<file path="config.mk">
export PLATFORM = sky130hd
export DESIGN_NAME = program_loader_seq
export DESIGN_NICKNAME = d
export VERILOG_FILES = /design/src/rtl/program_loader_seq_pkg.sv /design/src/rtl/program_loader_seq_lat_pipe.sv /design/src/rtl/program_loader_seq.sv
export SDC_FILE = /design/constraint.sdc
export NUM_CORES = 1
export LEC_CHECK = 0
export CAP_MARGIN = 30
export CORE_ASPECT_RATIO = 0.5
export CORE_MARGIN = 10
export CORE_UTILIZATION = 53
export DETAILED_ROUTE_END_ITERATION = 16
export GPL_TIMING_DRIVEN = 0
export MAX_ROUTING_LAYER = met4
export PLACE_DENSITY = 0.88
export SETUP_SLACK_MARGIN = 0.4
export SLEW_MARGIN = 20
export SYNTH_ARGS = -nofsm -noshare
export SYNTH_HDL_FRONTEND = slang
export SYNTH_SLANG_ARGS = --single-unit
export TNS_END_PERCENT = 1
</file>
<file path="constraint.sdc">
create_clock -name clock -period 15.7 [get_ports clock]
set_input_delay 3.925 -clock clock [delete_from_list [all_inputs] [get_ports clock]]
set_output_delay 3.925 -clock clock [all_outputs]
set_load 0.005 [all_outputs]
</file>
<file path="src/rtl/program_loader_seq_pkg.sv">
// Shared definitions for the program loader: FSM state encoding and memory access constants.
package program_loader_seq_pkg;

    typedef enum logic [2:0] {
        ST_IDLE  = 3'd0,
        ST_LOAD  = 3'd1,
        ST_RUN   = 3'd2,
        ST_DRAIN = 3'd3,
        ST_DONE  = 3'd4
    } state_t;

    localparam logic [1:0] ACC_WORD   = 2'b00;
    localparam int         WORD_BYTES = 4;

endpackage

</file>
<file path="src/rtl/program_loader_seq_lat_pipe.sv">
// loader_lat_pipe: DEPTH-deep shift of {valid, pc} that lines each read issue up with its returning data.
module loader_lat_pipe #(
    parameter int DEPTH  = 2,
    parameter int ADDR_W = 32
) (
    input  logic              clock,
    input  logic              reset,
    input  logic              in_valid,
    input  logic [ADDR_W-1:0] in_pc,
    output logic              tail_valid,
    output logic [ADDR_W-1:0] tail_pc,
    output logic              busy
);

    logic [DEPTH-1:0]  valid_r;
    logic [ADDR_W-1:0] pc_r [DEPTH];

    // Shift register; pc is zeroed on empty slots so insn_pc reads 0 when nothing is returning.
    always_ff @(posedge clock or posedge reset) begin
        if (reset) begin
            valid_r <= '0;
            for (int i = 0; i < DEPTH; i++) begin
                pc_r[i] <= '0;
            end
        end else begin
            valid_r[0] <= in_valid;
            pc_r[0]    <= in_valid ? in_pc : '0;
            for (int i = 1; i < DEPTH; i++) begin
                valid_r[i] <= valid_r[i-1];
                pc_r[i]    <= pc_r[i-1];
            end
        end
    end

    // Busy covers every stage except the tail, so the caller can finish on the tail's last cycle.
    always_comb begin
        busy = 1'b0;
        for (int i = 0; i < DEPTH - 1; i++) begin
            busy = busy | valid_r[i];
        end
    end

    assign tail_valid = valid_r[DEPTH-1];
    assign tail_pc    = pc_r[DEPTH-1];

endmodule

</file>
<file path="src/rtl/program_loader_seq.sv">
// program_loader_seq: streams a program into mainMem, then fetches it back in order for decode.
// Optional feature macro LOADER_CHECKSUM_EN adds the checksum and fetch_mismatch ports.
module program_loader_seq
    import program_loader_seq_pkg::*;
#(
    parameter int                DATA_W     = 32,
    parameter int                ADDR_W     = 32,
    parameter logic [ADDR_W-1:0] START_ADDR = 32'h8002_0000,
    parameter int                MAX_WORDS  = 1024,
    parameter int                MEM_LAT    = 2,
    localparam int               CNT_W      = $clog2(MAX_WORDS + 1)
) (
    input  logic              clock,
    input  logic              reset,
    input  logic              start,
    input  logic [DATA_W-1:0] in_data,
    input  logic              in_valid,
    input  logic              in_last,
    output logic              in_ready,
    input  logic              stall,
    output logic [ADDR_W-1:0] mem_addr,
    output logic [DATA_W-1:0] mem_wdata,
    output logic              mem_wren,
    output logic              mem_enable,
    output logic [1:0]        mem_acc_size,
    input  logic [DATA_W-1:0] mem_rdata,
    output logic [DATA_W-1:0] insn,
    output logic [ADDR_W-1:0] insn_pc,
    output logic              insn_valid,
    output logic [CNT_W-1:0]  word_count,
    output logic              done,
`ifdef LOADER_CHECKSUM_EN
    output logic [DATA_W-1:0] checksum,
    output logic              fetch_mismatch,
`endif
    output logic              overflow
);

    localparam logic [CNT_W-1:0]  MAX_CNT = CNT_W'(MAX_WORDS);
    localparam logic [ADDR_W-1:0] STEP    = ADDR_W'(WORD_BYTES);

    state_t            state_r, state_s;
    logic [CNT_W-1:0]  count_r, count_s, issue_r, issue_s;
    logic [ADDR_W-1:0] pc_r, pc_s, mem_addr_r, mem_addr_s;
    logic [DATA_W-1:0] mem_wdata_r, mem_wdata_s;
    logic              mem_wren_r, mem_wren_s, mem_enable_r, mem_enable_s;
    logic              in_ready_r, in_ready_s, done_r, done_s, overflow_r, overflow_s;
    logic              accept_s, clear_s, finish_s, ovf_set_s, read_inflight_s;
    logic              tail_valid_s, pipe_busy_s;
    logic [ADDR_W-1:0] tail_pc_s;

    assign accept_s        = (state_r == ST_LOAD) && in_valid && in_ready_r;
    assign read_inflight_s = mem_enable_r && !mem_wren_r;

    // The registered read issue feeds the pipe, so its tail lines up with mem_rdata MEM_LAT cycles later.
    loader_lat_pipe #(
        .DEPTH  (MEM_LAT),
        .ADDR_W (ADDR_W)
    ) u_lat_pipe (
        .clock      (clock),
        .reset      (reset),
        .in_valid   (read_inflight_s),
        .in_pc      (mem_addr_r),
        .tail_valid (tail_valid_s),
        .tail_pc    (tail_pc_s),
        .busy       (pipe_busy_s)
    );

    // Next-state and next-output decode.
    always_comb begin
        state_s      = state_r;
        count_s      = count_r;
        issue_s      = issue_r;
        pc_s         = pc_r;
        mem_addr_s   = '0;
        mem_wdata_s  = '0;
        mem_wren_s   = 1'b0;
        mem_enable_s = 1'b0;
        clear_s      = 1'b0;
        finish_s     = 1'b0;
        ovf_set_s    = 1'b0;
        case (state_r)
            ST_IDLE, ST_DONE: begin
                if (start) begin
                    state_s = ST_LOAD;
                    clear_s = 1'b1;
                    count_s = '0;
                    issue_s = '0;
                    pc_s    = START_ADDR;
                end else begin
                    state_s = state_r;
                end
            end
            ST_LOAD: begin
                if (accept_s) begin
                    mem_addr_s   = START_ADDR + ADDR_W'(count_r) * STEP;
                    mem_wdata_s  = in_data;
                    mem_wren_s   = 1'b1;
                    mem_enable_s = 1'b1;
                    count_s      = count_r + CNT_W'(1);
                    if (in_last) begin
                        state_s = ST_RUN;
                    end else begin
                        state_s = ST_LOAD;
                    end
                end else if (in_valid && (count_r == MAX_CNT)) begin
                    ovf_set_s = 1'b1;
                    state_s   = ST_RUN;
                end else begin
                    state_s = ST_LOAD;
                end
            end
            ST_RUN: begin
                if (issue_r >= count_r) begin
                    state_s = ST_DRAIN;
                end else if (!stall) begin
                    mem_addr_s   = pc_r;
                    mem_enable_s = 1'b1;
                    pc_s         = pc_r + STEP;
                    issue_s      = issue_r + CNT_W'(1);
                    if ((issue_r + CNT_W'(1)) == count_r) begin
                        state_s = ST_DRAIN;
                    end else begin
                        state_s = ST_RUN;
                    end
                end else begin
                    state_s = ST_RUN;
                end
            end
            ST_DRAIN: begin
                if (!pipe_busy_s && !read_inflight_s) begin
                    finish_s = 1'b1;
                    state_s  = ST_DONE;
                end else begin
                    state_s = ST_DRAIN;
                end
            end
            default: begin
                state_s = ST_IDLE;
            end
        endcase
        in_ready_s = (state_s == ST_LOAD) && (count_s < MAX_CNT);
        done_s     = clear_s ? 1'b0 : (done_r | finish_s);
        overflow_s = clear_s ? 1'b0 : (overflow_r | ovf_set_s);
    end

    // State and registered outputs.
    always_ff @(posedge clock or posedge reset) begin
        if (reset) begin
            state_r      <= ST_IDLE;
            count_r      <= '0;
            issue_r      <= '0;
            pc_r         <= '0;
            mem_addr_r   <= '0;
            mem_wdata_r  <= '0;
            mem_wren_r   <= 1'b0;
            mem_enable_r <= 1'b0;
            in_ready_r   <= 1'b0;
            done_r       <= 1'b0;
            overflow_r   <= 1'b0;
        end else begin
            state_r      <= state_s;
            count_r      <= count_s;
            issue_r      <= issue_s;
            pc_r         <= pc_s;
            mem_addr_r   <= mem_addr_s;
            mem_wdata_r  <= mem_wdata_s;
            mem_wren_r   <= mem_wren_s;
            mem_enable_r <= mem_enable_s;
            in_ready_r   <= in_ready_s;
            done_r       <= done_s;
            overflow_r   <= overflow_s;
        end
    end

`ifdef LOADER_CHECKSUM_EN
    logic [DATA_W-1:0] checksum_r, fold_r;
    logic              mismatch_r;

    // Load-side XOR versus delivered-insn XOR; insn is zero when not valid, so it folds in safely.
    always_ff @(posedge clock or posedge reset) begin
        if (reset) begin
            checksum_r <= '0;
            fold_r     <= '0;
            mismatch_r <= 1'b0;
        end else if (clear_s) begin
            checksum_r <= '0;
            fold_r     <= '0;
            mismatch_r <= 1'b0;
        end else begin
            if (accept_s) begin
                checksum_r <= checksum_r ^ in_data;
            end
            if (tail_valid_s) begin
                fold_r <= fold_r ^ mem_rdata;
            end
            if (finish_s && ((fold_r ^ insn) != checksum_r)) begin
                mismatch_r <= 1'b1;
            end
        end
    end

    assign checksum       = checksum_r;
    assign fetch_mismatch = mismatch_r;
`endif

    assign in_ready     = in_ready_r;
    assign mem_addr     = mem_addr_r;
    assign mem_wdata    = mem_wdata_r;
    assign mem_wren     = mem_wren_r;
    assign mem_enable   = mem_enable_r;
    assign mem_acc_size = ACC_WORD;
    assign insn_valid   = tail_valid_s;
    assign insn         = tail_valid_s ? mem_rdata : '0;
    assign insn_pc      = tail_pc_s;
    assign word_count   = count_r;
    assign done         = done_r;
    assign overflow     = overflow_r;

endmodule
</file>
; Word-level counts from Yosys, hierarchy flattened
; Index checks and enable logic that the tools add are counted.
[op_classes]
order_cmp = 2
bitwise = 2
addsub = 4
mux = 42
eq_ne = 10
reduce_logical = 13
[op_table]
columns = operator, n
row1 = two-way mux 32 bit, 10
row2 = case mux 32 bit (2 select lines), 2
row3 = two-way mux 11 bit, 5
row4 = case mux 11 bit (2 select lines), 2
row5 = "adder 32 x 13 -> 32 bit, first input constant", 1
row6 = "adder 32 x 3 -> 32 bit, second input constant", 1
row7 = "adder 11 x 1 -> 11 bit, second input constant", 2
row8 = two-way mux 3 bit, 5
row9 = two-way mux 1 bit, 14
row10 = case mux 3 bit (4 select lines), 1
row11 = == test 11 bit, 1
row12 = "== test 11 bit, second input constant", 1
row13 = >= comparator 11 bit, 1
row14 = "less-than comparator 11 bit, second input constant", 1
row15 = "== test 3 x 1 -> 1 bit, second input constant", 2
row16 = "== test 3 x 2 -> 1 bit, second input constant", 2
row17 = logical AND 1 bit, 6
row18 = "!= test 2 bit, second input constant", 3
row19 = two-way mux 2 bit, 2
row20 = AND reduction 4 bit, 1
row21 = "== test 3 bit, second input constant", 1
row22 = logical NOT 1 bit, 3
row23 = logical NOT 3 bit, 1
row24 = bitwise OR 1 bit, 2
row25 = other kinds (3), 3
[totals]
wordCells = 87
ff_bits = 192
in_bits = 70

; Logic depth before layout (Yosys ltp)
; Gate-level depths: netlist of run 1.
[logic_depth]
word_depth = 8
depth_mapped = 11
mapped_depth_nobuf = 8

; Cells and area by module
; A second synthesis of run 1 with hierarchy kept.
[hier_totals]
hier_cells = 718
hier_area_um2 = 8022.7
[by_module_without_submodules]
columns = mod, area_each_um2, seq_area_each_um2, instances, cells_per_inst
row1 = program_loader_seq, 5871.9, 3078.0, 1, 584
row2 = loader_lat_pipe, 2150.8, 1651.6, 1, 134

; Worst setup path after synthesis of run 1
; OpenSTA, ideal clock, no wires.
[synth_path]
kind = input port to output port
from = in mem_rdata[0]
to = out insn[0]
required_ns = 11.775
n_path_buf = 0
t_arrival_ns = 4.068
setup_slack_ns = 7.707
path_stages = 1
cell_sequence = and2_1
[synth_via]
elab_chain_cells = 1
[synth_lines]
columns = item, line_no
row1 = from (decl), program_loader_seq.sv:26  ; input logic [DATA_W-1:0] mem_rdata,
row2 = two-way mux 32 bit, program_loader_seq.sv:214  ; assign insn = tail_valid_s ? mem_rdata : '0;
row3 = to (decl), program_loader_seq.sv:27  ; output logic [DATA_W-1:0] insn,
; No other way between the ends.

; Final worst setup path of run 1
[layout_path]
from = in mem_rdata[24]
to = out insn[24]
; Same word-level chain as after synthesis.

==> metrics.cfg, run 1 <==
[outcome]
status = finished clean

[min_path]
min_from = u_lat_pipe.pc_r[48]
hold_path_class = flip-flop to flip-flop
hold_path_end = u_lat_pipe.tail_pc[16]
holdPathStages = 0

[drt]
remaining_drc_errors = 0
wl_per_cell_um = 20.2
drt_iter0_markers = 588
num_vias = 6733
ant_nets = 0
wl_mm = 24.7
routed_via_density = 5.52
drt_pass1_iterations = 6

[setup_path]
cpMaxStageDelayCell = clkdlybuf4s50_1
rrSetupSlack_ns = 12.33
cp_common_cell = clkdlybuf4s50_1
cp.required_ns = 11.77
r2r-end = pc_r[29]
r2r_start = word_count[7]
cp_cell_sequence = clkdlybuf4s50_1 > and2_1 > clkdlybuf4s50_1
cp.arrival_ns = 5.08
rr_worst_depth = 11
cp-end-kind = output pin
critPathMaxFanout = 1
cpPeakStageDelay_ns = 0.52
path_class = input port to output pin
worstSetupStartpointType = input port

[power_and_ir_drop]
ir_worst_vdd_v = 0.0000977
powerDensity_nw_per_um2 = 84.4
p_leak_nw = 5.13

[placement]
gp_congestion = 0.930
port_buffers = 214
dp_slack_ns = 6.69
hpwl_mm = 18.3

[grt]
track_usage = 0.237
grt_pass1_vias = 6795
grt_pass1_wl_mm = 38.2
grt_overflow = 0
grt_max_degree = 95
antenna_found_initial = 0

[timing]
grt_setup_unrepaired = no
worst_slew_pin_slew_ns = 0.639
fin_crit_sh = 0.573
final.setup_skew_ns = 0.00949
holdWs_ns = 0.352
finalSetupViolations = 0
setup_slack_ns = 6.70
min_period_ns = 9.00
fmax_mhz = 111
final_hold_viol_count = 0
drv_slew = 0
tns_ns = 0
timing.slew.headroom = 0.574

[run]
cap_violations = 0

[clock_network]
numCtsBuffers = 17
tritoncts = yes
cts.clk_slew.worst_paths_ns = 0.08
cts_htree_levels = 4
cts_root_buf = clkbuf_16
clk_latency_ns = 0.43
cts_setup_buffers = 0
postCtsResizedCells = 0
hold_buffers = 0
clockBufferDepth = 2
cts_sinks = 187

[synth]
synth_enable_flop_cells = 0
synth-seq-cells = 187
synth_area_um2 = 8250
synth.distinct_cells = 66
syn_area_per_cell_um2 = 10.8
ys_seq_area_frac = 0.567
netlist.area_leader.share = 0.567
async_flop_share = 1.00
ys_top_cells_by_area = dfrtp_1 57%, and2_1 9.0%, buf_4 3.3%, nand2_1 2.7%, ha_1 2.3%
syn_inst = 767
ys_warn_count = 0
synth_largest_area_cell = dfrtp_1
synthFlopType = dfrtp_1

[floorplanning]
die_h_um = 108
initial_utilization = 0.538
dieArea_um2 = 21300
coreArea_um2 = 15300
ios = 217
num_rows = 32
die_w_um = 196

[finish]
fin_nets = 1088
diodes = 0
n_fill_cell = 1042
areaGrowthSynthToFinish_pct = 37.2
drive_gt1_frac = 0.0915

-- flip-flops by register name, indices dropped and copies added, names as in the netlist, 2 cells and up --
name and flops:
state_r 3, u_lat_pipe.tail_pc 31, mem_wdata 32, mem_addr 31, word_count 11, pc_r 30, u_lat_pipe.valid_r 2, u_lat_pipe.pc_r 31
issue_r 11
-- kinds of logic after synthesis --
kind of cell / count (synthesis) / share of synthesized area
xor+xnor: 20 / 0.0212
simple gates: 314 / 0.216
mux: 4 / 0.00531
flops: 187 / 0.567
other cells: 1 / 0.000454
buf+inv: 100 / 0.0638
fa+ha+maj: 15 / 0.0227
compound gates: 126 / 0.104
-- stage by stage --
stage               area [um^2]  total power, mW  std cells   util
floorplan                  8260            0.499        769      -
global placement          10700            0.519       1187  0.695
detailed placement        10700            0.520       1188  0.697
CTS                       11300            0.960       1220  0.738
global route              11300            0.982       1220  0.738
finish                    11300            0.956       1220  0.738
-- routing by layer --
metal,up-vias,track usage,wire (um)
met3,61,0.0507,1740
met1,3280,0.258,9470
li1,3066,-,-
met5,-,-,0
met2,326,0.425,12900
met4,0,0.0818,599
-- cell usage after synthesis, drive strengths merged, types with 8 or more instances --
| master | number |
|---|---|
| a21oi | 33 |
| a31oi | 8 |
| and2 | 119 |
| buf | 44 |
| clkbuf | 33 |
| dfrtp | 187 |
| ha | 15 |
| inv | 23 |
| nand2 | 60 |
| nand3 | 21 |
| nand4 | 13 |
| nor2 | 35 |
| nor3 | 9 |
| o21ai | 34 |
| o31ai | 16 |
| or4 | 14 |
| xnor2 | 13 |
-- area by class of cell --
class | count | area, um^2 | area share
inverter | 23 | 93.8 | 0.00829
multi-input combinational | 482 | 3050 | 0.270
clock buffer | 17 | 425 | 0.0376
timing repair buffer | 215 | 2170 | 0.192
tap | 204 | 255 | 0.0225
sequential | 187 | 4680 | 0.413
buffer | 77 | 440 | 0.0389
clock inverter | 15 | 206 | 0.0182
-- how the worst max path moves through the flow --
stage	startpoint	depth (start not counted)	slack, ns	to
detailed placement	mem_rdata[24]	3	6.69	insn[24]
finish	mem_rdata[24]	3	6.70	insn[24]
floorplan	reset	1	6.69	done
CTS	mem_rdata[24]	3	6.68	insn[24]
global placement	reset	2	4.59	issue_r[1]
global route	mem_rdata[24]	3	6.64	insn[24]
-- layout by cell type (no fill, tap or decap), types with 5 or more instances in the layout --
master,instances
a21oi_1,33
a31oi_1,8
and2_1,119
and3_1,7
buf_2,7
buf_4,36
clkbuf_1,33
clkbuf_16,17
clkdlybuf4s50_1,214
clkinv_8,6
dfrtp_1,187
ha_1,15
inv_1,22
nand2_1,60
nand2b_1,7
nand3_1,21
nand4_1,12
nor2_1,35
nor2b_1,5
nor3_1,8
nor4_1,5
o21ai_0,33
o31ai_1,16
or4_1,14
xnor2_1,13
xor2_1,7
-- worst max-delay path: cells and delay by family --
kind,cells,cell delay [ns]
buf+inv,2,0.98
simple gates,1,0.17
-- report_power, final --
| part | internal, mW | switching (mW) |
|---|---|---|
| clock network | 0.222 | 0.224 |
| logic | 0.0167 | 0.0120 |
| registers | 0.481 | 0.000123 |
| total | 0.720 | 0.236 |
(Power assumes the default switching activity.)
==> inputs of run 2 (changes only) <==
Settings changed: CORE_UTILIZATION 53 to 49, PLACE_DENSITY 0.88 to 0.82.
Clock period 15.7 ns to 9.19 ns, I/O delays scaled along.
==> metrics.cfg, run 2 (synthesis results as in run 1) <==
[power_and_ir_drop]
p_leak_nw = 5.14  ; +0.23%
p_int_mw = 1.23  ; +71%
combPwrFrac = 0.031  ; about the same
powerDensity_nw_per_um2 = 143  ; +70%
switching_share = 0.245  ; -0.00166
seqPwrFrac = 0.505  ; +0.002
pwr-share-clk = 0.464  ; -0.002
ir_worst_vdd_v = 0.000147  ; +50%
p_switching_uw = 400  ; +69%

[placement]
hpwl_mm = 18.5  ; +0.92%
dp_slack_ns = 3.46  ; -3.23 ns
place_inst = 1212  ; +2.0%
port_buffers = 214  ; unchanged
gp_congestion = 0.932  ; +0.18%

[clock_network]
numCtsBuffers = 17  ; unchanged
cts.clk_slew.worst_paths_ns = 0.08  ; about the same
cts_sinks = 187  ; unchanged
tritoncts = yes
clk_latency_ns = 0.44  ; about the same
postCtsResizedCells = 0  ; unchanged
cts_root_buf = clkbuf_16
hold_buffers = 0  ; unchanged
cts_htree_levels = 4  ; unchanged
cts_setup_buffers = 0  ; unchanged
clockBufferDepth = 2  ; unchanged

[finish]
final_cell_mix = 214 x clkdlybuf4s50_1, 187 x dfrtp_1, 119 x and2_1
areaGrowthSynthToFinish_pct = 37.9
n_fill_cell = 1205  ; +16%
final_common_cell = clkdlybuf4s50_1
largest_register_ffs = 32  ; unchanged
instances_no_fill = 1244  ; +2.0%
diodes = 0  ; unchanged
fin_nets = 1089  ; +0.092%
drive_gt1_frac = 0.0924  ; +0.000893

[timing]
worst_slew_pin_slew_ns = 0.659  ; +0.0202 ns
min_period_ns = 5.73
setup_slack_ns = 3.46  ; -3.23 ns
grt_setup_unrepaired = no
tns_ns = 0  ; unchanged
fin_crit_sh = 0.623
timing.slew.headroom = 0.560  ; -0.0135
fmax_mhz = 175
finalSetupViolations = 0  ; unchanged
final.setup_skew_ns = 0.0177  ; +0.00817 ns
drv_slew = 0  ; unchanged
final_hold_viol_count = 0  ; unchanged

[drt]
drt_iter0_markers = 561  ; -4.6%
remaining_drc_errors = 0  ; unchanged
ant_nets = 0  ; unchanged
wl_per_cell_um = 19.5  ; -3.6%
drt_pass1_iterations = 6  ; unchanged
routed_via_density = 5.30  ; -4.0%
wl_mm = 24.2  ; -1.7%
num_vias = 6594  ; -2.1%

[grt]
grt_pass1_wl_mm = 38.3  ; +0.32%
grt_pass1_vias = 6698  ; -1.4%
grt_overflow = 0  ; unchanged
track_usage = 0.219  ; -0.0177
antenna_found_initial = 0  ; unchanged
grt_max_degree = 75  ; -21%

[run]
cap_violations = 0  ; unchanged

[floorplanning]
num_rows = 33  ; +3.1%
die_w_um = 204  ; +3.6%
dieArea_um2 = 22700  ; +7.0%
die_h_um = 112  ; +3.3%
initial_utilization = 0.502  ; -0.0360
ios = 217  ; unchanged
coreArea_um2 = 16400  ; +7.2%

[setup_path]
cp.required_ns = 6.89  ; -4.88 ns
worstSetupStartpointType = input port
path_class = input port to output pin
cp-end-kind = output pin
critPathMaxFanout = 1  ; unchanged
cp.arrival_ns = 3.43  ; -1.65 ns

[min_path]
hold_path_class = flip-flop to flip-flop

[outcome]
status = finished clean

[run 2: cell count changes in the layout (fill, tap and decap cells not counted)]
| cell | previous run | this run |
|---|---|---|
| clkinv_4 | 0 | 2 |
| inv_6 | 3 | 1 |
| buf_16 | 1 | 2 |
[run 2: metal layers]
| layer | vias to the layer above | part of all wire | global-route usage |
|---|---|---|---|
| met3 | 32 | 0.057 | 0.0440 |
| met2 | 249 | 0.51 | 0.375 |
| met4 | 0 | 0.013 | 0.0588 |
| met1 | 3249 | 0.42 | 0.259 |
| li1 | 3064 | - | - |
| met5 | - | 0 | - |
[run 2: final cells by class]
cell class | count | area, um^2 | share of cell area
inverter | 23 | 93.8 | 0.00825
multi-input combinational | 482 | 3050 | 0.268
clock inverter | 15 | 206 | 0.0181
clock buffer | 17 | 425 | 0.0374
buffer | 77 | 440 | 0.0387
timing repair buffer | 216 | 2200 | 0.193
tap | 227 | 284 | 0.0250
sequential | 187 | 4680 | 0.411
[run 2: worst paths after layout]
kind	startpoint	end	slack, ns	cells after the start
min reg2reg	u_lat_pipe.pc_r[54]	u_lat_pipe.tail_pc[22]	0.34	0
max in group asynchronous	reset	mem_wdata[11]	6.26	3
max	mem_rdata[2]	insn[2]	3.46	3
max reg2reg	word_count[8]	pc_r[17]	5.90	11
min in group asynchronous	reset	pc_r[26]	2.28	2
min	u_lat_pipe.pc_r[54]	u_lat_pipe.tail_pc[22]	0.34	0
[run 2: power groups by stage]
| stage | combinational [mW] | clock (mW) | sequential, mW |
|---|---|---|---|
| after CTS | 0.0520 | 0.774 | 0.822 |
| after global placement | 0.0473 | 0 | 0.839 |
| after detailed placement | 0.0517 | 0 | 0.839 |
| after floorplan | 0.0137 | 0 | 0.839 |
| final | 0.0507 | 0.757 | 0.822 |
| after global routing | 0.0556 | 0.807 | 0.822 |
[run 2: worst max-delay path: stages]
cell             delay [ns]
clkdlybuf4s50_1        0.46
and2_1                 0.14
clkdlybuf4s50_1        0.53
[run 2: through the flow]
stage / total power [mW] / cell area, um^2 / utilization / hold WS (ns)
2_1_floorplan: 0.853 / 8260 / - / 0.331
3_3_place_gp: 0.886 / 10700 / 0.650 / 0.333
3_5_place_dp: 0.891 / 10700 / 0.654 / 0.335
4_1_cts: 1.65 / 11400 / 0.692 / 0.345
5_1_grt: 1.69 / 11400 / 0.692 / 0.354
6_report: 1.63 / 11400 / 0.692 / 0.343
